<file path="src/rtl/pipe_ctrl.sv">
// Hazard and sequencing controller for the five-stage pipeline: PC / IF/ID / ID/EX hold and flush.
// Optional PIPE_CTRL_PERF_EN adds stall_cnt and flush_cnt performance counters.
//
// state   | meaning
// --------+-----------------------------------------------------------
// RUN     | normal issue; resolves jump > divide > load-use > interrupt
// DIVWAIT | divider busy, whole front end frozen until done or timeout
// IRQ     | one-cycle redirect to IRQ_VEC, captures return address
module pipe_ctrl #(
  parameter int          DIV_TIMEOUT = 64,
  parameter logic [31:0] IRQ_VEC     = 32'h0000_0100
) (
  input  logic        clk,
  input  logic        rstn,
  input  logic [4:0]  id_rs1_addr,
  input  logic [4:0]  id_rs2_addr,
  input  logic        id_rs1_rd,
  input  logic        id_rs2_rd,
  input  logic [31:0] id_pc,
  input  logic [4:0]  ex_rd_addr,
  input  logic        ex_load,
  input  logic        ex_div,
  input  logic        div_done,
  input  logic        ex_jump,
  input  logic [31:0] ex_jump_addr,
  input  logic        irq_req,
  output logic        pc_hold,
  output logic        if_id_hold,
  output logic        if_id_flush,
  output logic        id_ex_hold,
  output logic        id_ex_flush,
  output logic        jump_o,
  output logic [31:0] jump_addr_o,
  output logic        irq_ack,
  output logic [31:0] epc_o,
  output logic        div_abort
`ifdef PIPE_CTRL_PERF_EN
  ,
  output logic [31:0] stall_cnt,
  output logic [31:0] flush_cnt
`endif
);

  localparam int CW = (DIV_TIMEOUT > 2) ? $clog2(DIV_TIMEOUT) : 1;
  localparam logic [CW-1:0] TC = CW'(DIV_TIMEOUT - 1);

  typedef enum logic [1:0] {RUN, DIVWAIT, IRQ} state_t;

  state_t        state;
  logic [CW-1:0] cnt;
  logic          hazard;
  logic          div_tc;

  assign hazard = ex_load && (ex_rd_addr != 5'd0) &&
                  ((id_rs1_rd && (id_rs1_addr == ex_rd_addr)) ||
                   (id_rs2_rd && (id_rs2_addr == ex_rd_addr)));

  assign div_tc = (cnt == TC);

  // Outputs are forced low while reset is asserted, whatever the inputs do.
  always_comb begin
    pc_hold     = 1'b0;
    if_id_hold  = 1'b0;
    if_id_flush = 1'b0;
    id_ex_hold  = 1'b0;
    id_ex_flush = 1'b0;
    jump_o      = 1'b0;
    jump_addr_o = 32'h0;
    div_abort   = 1'b0;
    if (rstn) begin
      case (state)
        RUN: begin
          if (ex_jump) begin
            jump_o      = 1'b1;
            jump_addr_o = ex_jump_addr;
            if_id_flush = 1'b1;
            id_ex_flush = 1'b1;
          end else if (!ex_div && hazard) begin
            pc_hold     = 1'b1;
            if_id_hold  = 1'b1;
            id_ex_flush = 1'b1;
          end
        end
        DIVWAIT: begin
          pc_hold    = 1'b1;
          if_id_hold = 1'b1;
          id_ex_hold = 1'b1;
          div_abort  = div_tc && !div_done;
        end
        IRQ: begin
          jump_o      = 1'b1;
          jump_addr_o = IRQ_VEC;
          if_id_flush = 1'b1;
          id_ex_flush = 1'b1;
        end
        default: ;
      endcase
    end
  end

  always_ff @(posedge clk or negedge rstn) begin
    if (!rstn) begin
      state   <= RUN;
      cnt     <= '0;
      epc_o   <= 32'h0;
      irq_ack <= 1'b0;
    end else begin
      irq_ack <= 1'b0;
      case (state)
        RUN: begin
          // A divide paired with a jump is older than the jump and still completes.
          if (ex_div) begin
            state <= DIVWAIT;
            cnt   <= '0;
          end else if (!ex_jump && !hazard && irq_req) begin
            state   <= IRQ;
            irq_ack <= 1'b1;
          end
        end
        DIVWAIT: begin
          cnt <= cnt + 1'b1;
          if (div_done || div_tc) state <= RUN;
        end
        IRQ: begin
          state <= RUN;
          epc_o <= ex_jump ? ex_jump_addr : id_pc;
        end
        default: state <= RUN;
      endcase
    end
  end

`ifdef PIPE_CTRL_PERF_EN
  always_ff @(posedge clk or negedge rstn) begin
    if (!rstn) begin
      stall_cnt <= 32'h0;
      flush_cnt <= 32'h0;
    end else begin
      if (pc_hold)     stall_cnt <= stall_cnt + 32'd1;
      if (if_id_flush) flush_cnt <= flush_cnt + 32'd1;
    end
  end
`endif

endmodule

</file>
<file path="config.mk">
export PLATFORM = sky130hd
export DESIGN_NAME = pipe_ctrl
export DESIGN_NICKNAME = d
export VERILOG_FILES = /design/src/rtl/pipe_ctrl.sv
export SDC_FILE = /design/constraint.sdc
export NUM_CORES = 1
export LEC_CHECK = 0
export BUFFER_PORTS_ARGS = -buffer_cell sky130_fd_sc_hd__clkbuf_2
export CORE_MARGIN = 10
export CORE_UTILIZATION = 42
export DETAILED_ROUTE_END_ITERATION = 7
export PLACE_DENSITY_LB_ADDON = 0.12
export SLEW_MARGIN = 15
export SYNTH_ARGS = -nofsm -noshare
export SYNTH_HDL_FRONTEND = slang
export SYNTH_SLANG_ARGS = --single-unit
</file>
<file path="constraint.sdc">
create_clock -name clk -period 1.5 [get_ports clk]
set_input_delay 0.15 -clock clk [delete_from_list [all_inputs] [get_ports clk]]
set_output_delay 0.15 -clock clk [all_outputs]
set_load 0.02 [all_outputs]
</file>
== Word level (Yosys, flattened, before mapping) ==
Cells that the tools add are included.
W data, S select, Z words.
Storage, ports and cells
  flip-flop bits (word level): 41
  latch bits: 0
  bits in writable memories: 0
  memory bits (read-only): 0
  input port bits: 88
  output and inout port bits: 72
  logic and storage cells: 59
  memories kept: 0
Cells by class
  add/sub/neg operators: 1
  multipliers: 0
  div/mod/pow operators: 0
  magnitude comparators: 0
  eq/ne operators: 8
  shift-type cells: 0
  mux-type cells: 27
  bitwise gates (word level): 0
  reduce and logical (&&, ||, !) cells: 19
Operator list (number)
  $mux W32: 3
  $pmux W32 S2: 1
  $mux W1: 14
  $pmux W6 S2: 1
  $eq A5 B5 Y1: 2
  $logic_and A1 B1 Y1: 8
  $add A6 B1 Y6 const B: 1
  $eq A6 B6 Y1 const B: 1
  $mux W2: 3
  $mux W6: 1
  $pmux W1 S2: 3
  $reduce_bool A5 Y1: 1
  $logic_not A1 Y1: 4
  $ne A2 B2 Y1 const B: 2
  $pmux W2 S2: 1
  $reduce_and A2 Y1: 2
  $ne A3 B3 Y1 const B: 1
  $eq A2 B1 Y1 const B: 1
  $eq A2 B2 Y1 const B: 1
  $logic_not A2 Y1: 1
  $logic_or A1 B1 Y1: 2
  $reduce_bool A2 Y1: 1

== Longest topological paths before layout ==
  word-level depth: 10
  depth in mapped cells: 5
  mapped depth without buffers: 4

== Least setup slack after synthesis ==
No wires, ideal clock.
  kind: flip-flop to output port
  start: reg state[0]
  end: out jump_addr_o[0]
  data arrival time: 1.416 ns
  required time: 1.350 ns
  path slack: -0.066 ns
  cell stages (with the launch flop): 6
  buffers on the path: 2
  cell sequence: dfrtp_1 -> nand2b_1 -> or2_2 -> clkbuf_1 -> buf_2 -> nor2_1
Between the ends
  word-level cells in the longest chain between the ends: 3
  elaborated cells between the ends (all ways): 4
  those cells by class: eq/ne: 1; mux: 2; reduce/logical: 1
RTL lines
  start: declaration: line 49  | state_t state;
  start signal: assignment: line 103  | state <= RUN;
  start signal: assignment: line 113  | state <= DIVWAIT;
  start signal: assignment: line 116  | state <= IRQ;
  $eq A2 B2 Y1 / $logic_not A2 Y1 (equally long branches): line 71  | case (state)
  $pmux W32 S2 *: line 71
  $mux W32 *: line 70  | if (rstn) begin
  end: declaration: line 33  | output logic [31:0] jump_addr_o,
Every way passes the cells marked *; elsewhere a longest branch is shown, timed or not.

== Worst setup path after layout ==
  start: reg state[0]
  end: out jump_addr_o[30]
Same word-level chain as after synthesis.

==> results_dict.tcl <==
set metrics [dict create \
    setup_ws_ns -0.1749 \
    clock-sinks 41 \
    num_io_pins 160 \
    detailedPlacementHpwl_um 6215 \
    rr_worst_depth 5 \
    yosysSeqAreaShare_pct 43.99 \
    transition_time_at_the_pin_with_the_least_slew_margin_ns 0.4861 \
    grt.met2_usage_pct 31.46 \
    max_fclk_ghz 0.5971 \
    overall_global_routing_resource_usage_pct 17.26 \
    fin_nets 541 \
    violations "setup timing" \
    cts_tree "done" \
    powerDensity_mw_per_mm2 1153 \
    ys.flop_type "sky130_fd_sc_hd__dfrtp_1" \
    drt-pass1-iter-count 4 \
    drt_wl_total_um 8960 \
    cts.path.max_buffers 2 \
    netlist_instances 282 \
    synth-edff-count 0 \
    irDropWorstVdd_mv 0.7451 \
    synth_top_area_cell "sky130_fd_sc_hd__dfrtp_1" \
    worst_ep_required_time_ns 1.35 \
    grt_start_max_net_pins 57 \
    status "finished, violations left" \
    dr_total_vias 2571 \
    critPathLaunchType "flip-flop" \
    finalCriticalPeriod_ns 1.675 \
    combined_area_of_all_synthesized_cells_sq_mm 0.002332 \
    cts_htree_levels 2 \
    number_of_buffers_created_by_cts 5 \
    coreArea_sq_mm 0.005439 \
    timing.reg2reg.setup_slack_ns 0.10 \
    synth_nets 371 \
    synth_top_cell_area_share_pct 43.99 \
    detailedRoute.firstIterationViolations 33 \
    vertical_die_dimension_um 94.52 \
    syn_to_layout_area_delta_pct 75.59 \
    path_max_fanout 7 \
    source_to_sink_clock_delay_at_the_later_pin_of_the_worst_skew_pair_ns 0.28 \
    hold_path_class "in -> async" \
    met3_usage_pct 5.234 \
    critical_path_s_largest_stage_delay_ns 0.38 \
    synth.area.top_cells "sky130_fd_sc_hd__dfrtp_1, sky130_fd_sc_hd__mux2i_1, sky130_fd_sc_hd__nand2_1, sky130_fd_sc_hd__o21ai_0, sky130_fd_sc_hd__nor2_1" \
    drc 0 \
    grt_pass1_vias 2559 \
    cap_viol_max_count 0 \
    end_kind "output port" \
    port_buffers 159 \
    cts.reportedPaths.clkPinSlew_ns 0.07 \
    grt_first_pass_wirelength_um 12430 \
    grt_busiest_layer "met2" \
    overall_die_area_sq_mm 0.008934 \
    initial_utilization_pct 42.88 \
    drive_gt1_share_pct 51.88 \
    yosysWarnings 0 \
    timing.final.hold_violations 0 \
    synth-async-reset-ratio_pct 100.0 \
    finalInstanceArea_sq_mm 0.004095 \
    detail-route-antenna-nets 0 \
    critical-path-slowest-cell "sky130_fd_sc_hd__dfrtp_1" \
    grt.met1_usage_pct 18.11 \
    worst_r2r_startpoint "state[1]" \
    worst_path_cell_trace "nand2b_4 > or2_4 > clkbuf_16 > nor2_4 > buf_6" \
    yosys_reg_bits 41 \
    setup_total_negative_slack_ns -4.679 \
    finalHoldWorstSlack_ns 0.09978 \
    post_synth_num_cell_types 28 \
    vias_per_cell 4.916 \
    mean_routed_wirelength_per_cell_um 17.13 \
    antenna_diode_count 0 \
    rsz0062_at_grt "true" \
    layout.core_utilization_pct 75.29 \
    relSlewSlack_pct 67.59 \
    postPlaceCellArea_sq_mm 0.003277 \
    clockRootBuffer "sky130_fd_sc_hd__clkbuf_8" \
    std_cell_rows 27 \
    finalWeightedCongestion 0.8841 \
    arrival_ns 1.52 \
    fin_worst_skew_ns 0.005294 \
    timing.final.max_slew_violations 0 \
    timing.final.crit_share_pct 111.7 \
    p_leak_uw 0.002087 \
    grt_antenna_before_repair 0 \
    final.fill_count 419 \
    setup-violations-final 34 \
    fp.dieW_um 94.52 \
    worst_r2r_endpoint "epc_o[22]" \
    worstSetupPathType "reg -> out" \
    globalRoute.totalOverflow 0 \
    syn_avg_cell_area_sq_um 8.270 \
]
## logic make-up after synthesis
kind of cell    count (synthesis)  synth area share, %
simple gates                  129                22.53
compound gates                 45                10.41
flops                          41                43.99
mux                            32                13.73
buf+inv                        22                4.292
xor+xnor                       12                4.506
fa+ha+maj                       1               0.5364
## power breakdown
| part | internal [uW] | switching, uW |
|---|---|---|
| logic | 888 | 1410 |
| clock network | 306 | 349 |
| registers | 1530 | 231 |
## Yosys cell counts (2+ instances only)
| master | n |
|---|---|
| sky130_fd_sc_hd__nand4_1 | 4 |
| sky130_fd_sc_hd__dfrtp_1 | 41 |
| sky130_fd_sc_hd__nor2_1 | 39 |
| sky130_fd_sc_hd__xnor2_1 | 10 |
| sky130_fd_sc_hd__nand2b_1 | 3 |
| sky130_fd_sc_hd__mux2i_1 | 32 |
| sky130_fd_sc_hd__inv_1 | 2 |
| sky130_fd_sc_hd__o21ai_0 | 35 |
| sky130_fd_sc_hd__a21o_1 | 2 |
| sky130_fd_sc_hd__o31ai_1 | 2 |
| sky130_fd_sc_hd__buf_4 | 2 |
| sky130_fd_sc_hd__clkbuf_1 | 10 |
| sky130_fd_sc_hd__xor2_1 | 2 |
| sky130_fd_sc_hd__nor3_1 | 2 |
| sky130_fd_sc_hd__nand2_1 | 72 |
| sky130_fd_sc_hd__nand3_1 | 3 |
| sky130_fd_sc_hd__a21oi_1 | 3 |
| sky130_fd_sc_hd__buf_2 | 8 |
## state kept, by name, summed over array words and instances (netlist names)
signal,count
cnt,6
irq_ack,1
epc_o,32
state,2
## layout by cell type, fill, tap and decap left out, types with 2 or more instances in the layout
master                        n
sky130_fd_sc_hd__a21o_1       2
sky130_fd_sc_hd__a21oi_1      3
sky130_fd_sc_hd__buf_12       4
sky130_fd_sc_hd__buf_16       2
sky130_fd_sc_hd__buf_4       14
sky130_fd_sc_hd__buf_6       23
sky130_fd_sc_hd__buf_8       11
sky130_fd_sc_hd__clkbuf_16    2
sky130_fd_sc_hd__clkbuf_2   122
sky130_fd_sc_hd__clkbuf_8     8
sky130_fd_sc_hd__dfrtp_1     40
sky130_fd_sc_hd__mux2i_1     32
sky130_fd_sc_hd__nand2_1     71
sky130_fd_sc_hd__nand3_1      3
sky130_fd_sc_hd__nand4_1      4
sky130_fd_sc_hd__nor2_1       6
sky130_fd_sc_hd__nor2_4      33
sky130_fd_sc_hd__nor3_2       2
sky130_fd_sc_hd__o21ai_0     35
sky130_fd_sc_hd__o31ai_1      2
sky130_fd_sc_hd__xnor2_1     10
sky130_fd_sc_hd__xor2_1       2
## worst max-delay path by stage
stage | from | endpoint | slack [ns] | cells past startpoint
2_1_floorplan | state[0] | jump_addr_o[0] | -0.07 | 5
3_3_place_gp | ex_rd_addr[1] | pc_hold | 0.02 | 6
3_5_place_dp | ex_rd_addr[1] | pc_hold | -0.008 | 6
4_1_cts | state[0] | jump_addr_o[9] | -0.22 | 5
5_1_grt | state[0] | jump_addr_o[0] | -0.22 | 5
6_report | state[0] | jump_addr_o[30] | -0.17 | 5
## area by class of cell
class / count / area, sq um / area share, %
Clock buffer: 5 / 68.82 / 1.680
Sequential cell: 41 / 1027 / 25.08
Clock inverter: 1 / 5.005 / 0.1222
Tap cell: 72 / 90.09 / 2.200
Inverter: 2 / 7.507 / 0.1833
Timing Repair Buffer: 183 / 1381 / 33.73
Multi-Input combinational cell: 219 / 1515 / 37.00
## worst max-delay path, delay by kind of cell (launching register included)
family	cells	cell delay, ns
DFF	1	0.38
buffers and inverters	2	0.33
and+or+nand+nor	3	0.54
## stage by stage
step	std cells	total power (uW)	setup WS, ns
2_1_floorplan	282	2881	-0.06644
3_3_place_gp	507	3699	0.01966
3_5_place_dp	507	3745	-0.008117
4_1_cts	521	4603	-0.2178
5_1_grt	523	5060	-0.2216
6_report	523	4721	-0.1749
## per-layer routing
layer  wire [um]  vias to the layer above
met3         717                       18
met4         206                        0
li1            -                     1273
met1        3255                     1178
met5           0                        -
met2        4781                      102
## repair_timing
item                       in CTS  in global routing
pin swaps                       9                 31
gates resized for setup        84                103
hold buffers                    1                  0
gates cloned                    2                  2
buffers inserted                5                  0
setup endpoints to repair      36                 37
hold endpoints to repair        3                  0
No activity file was read; power rests on OpenSTA's default activity.
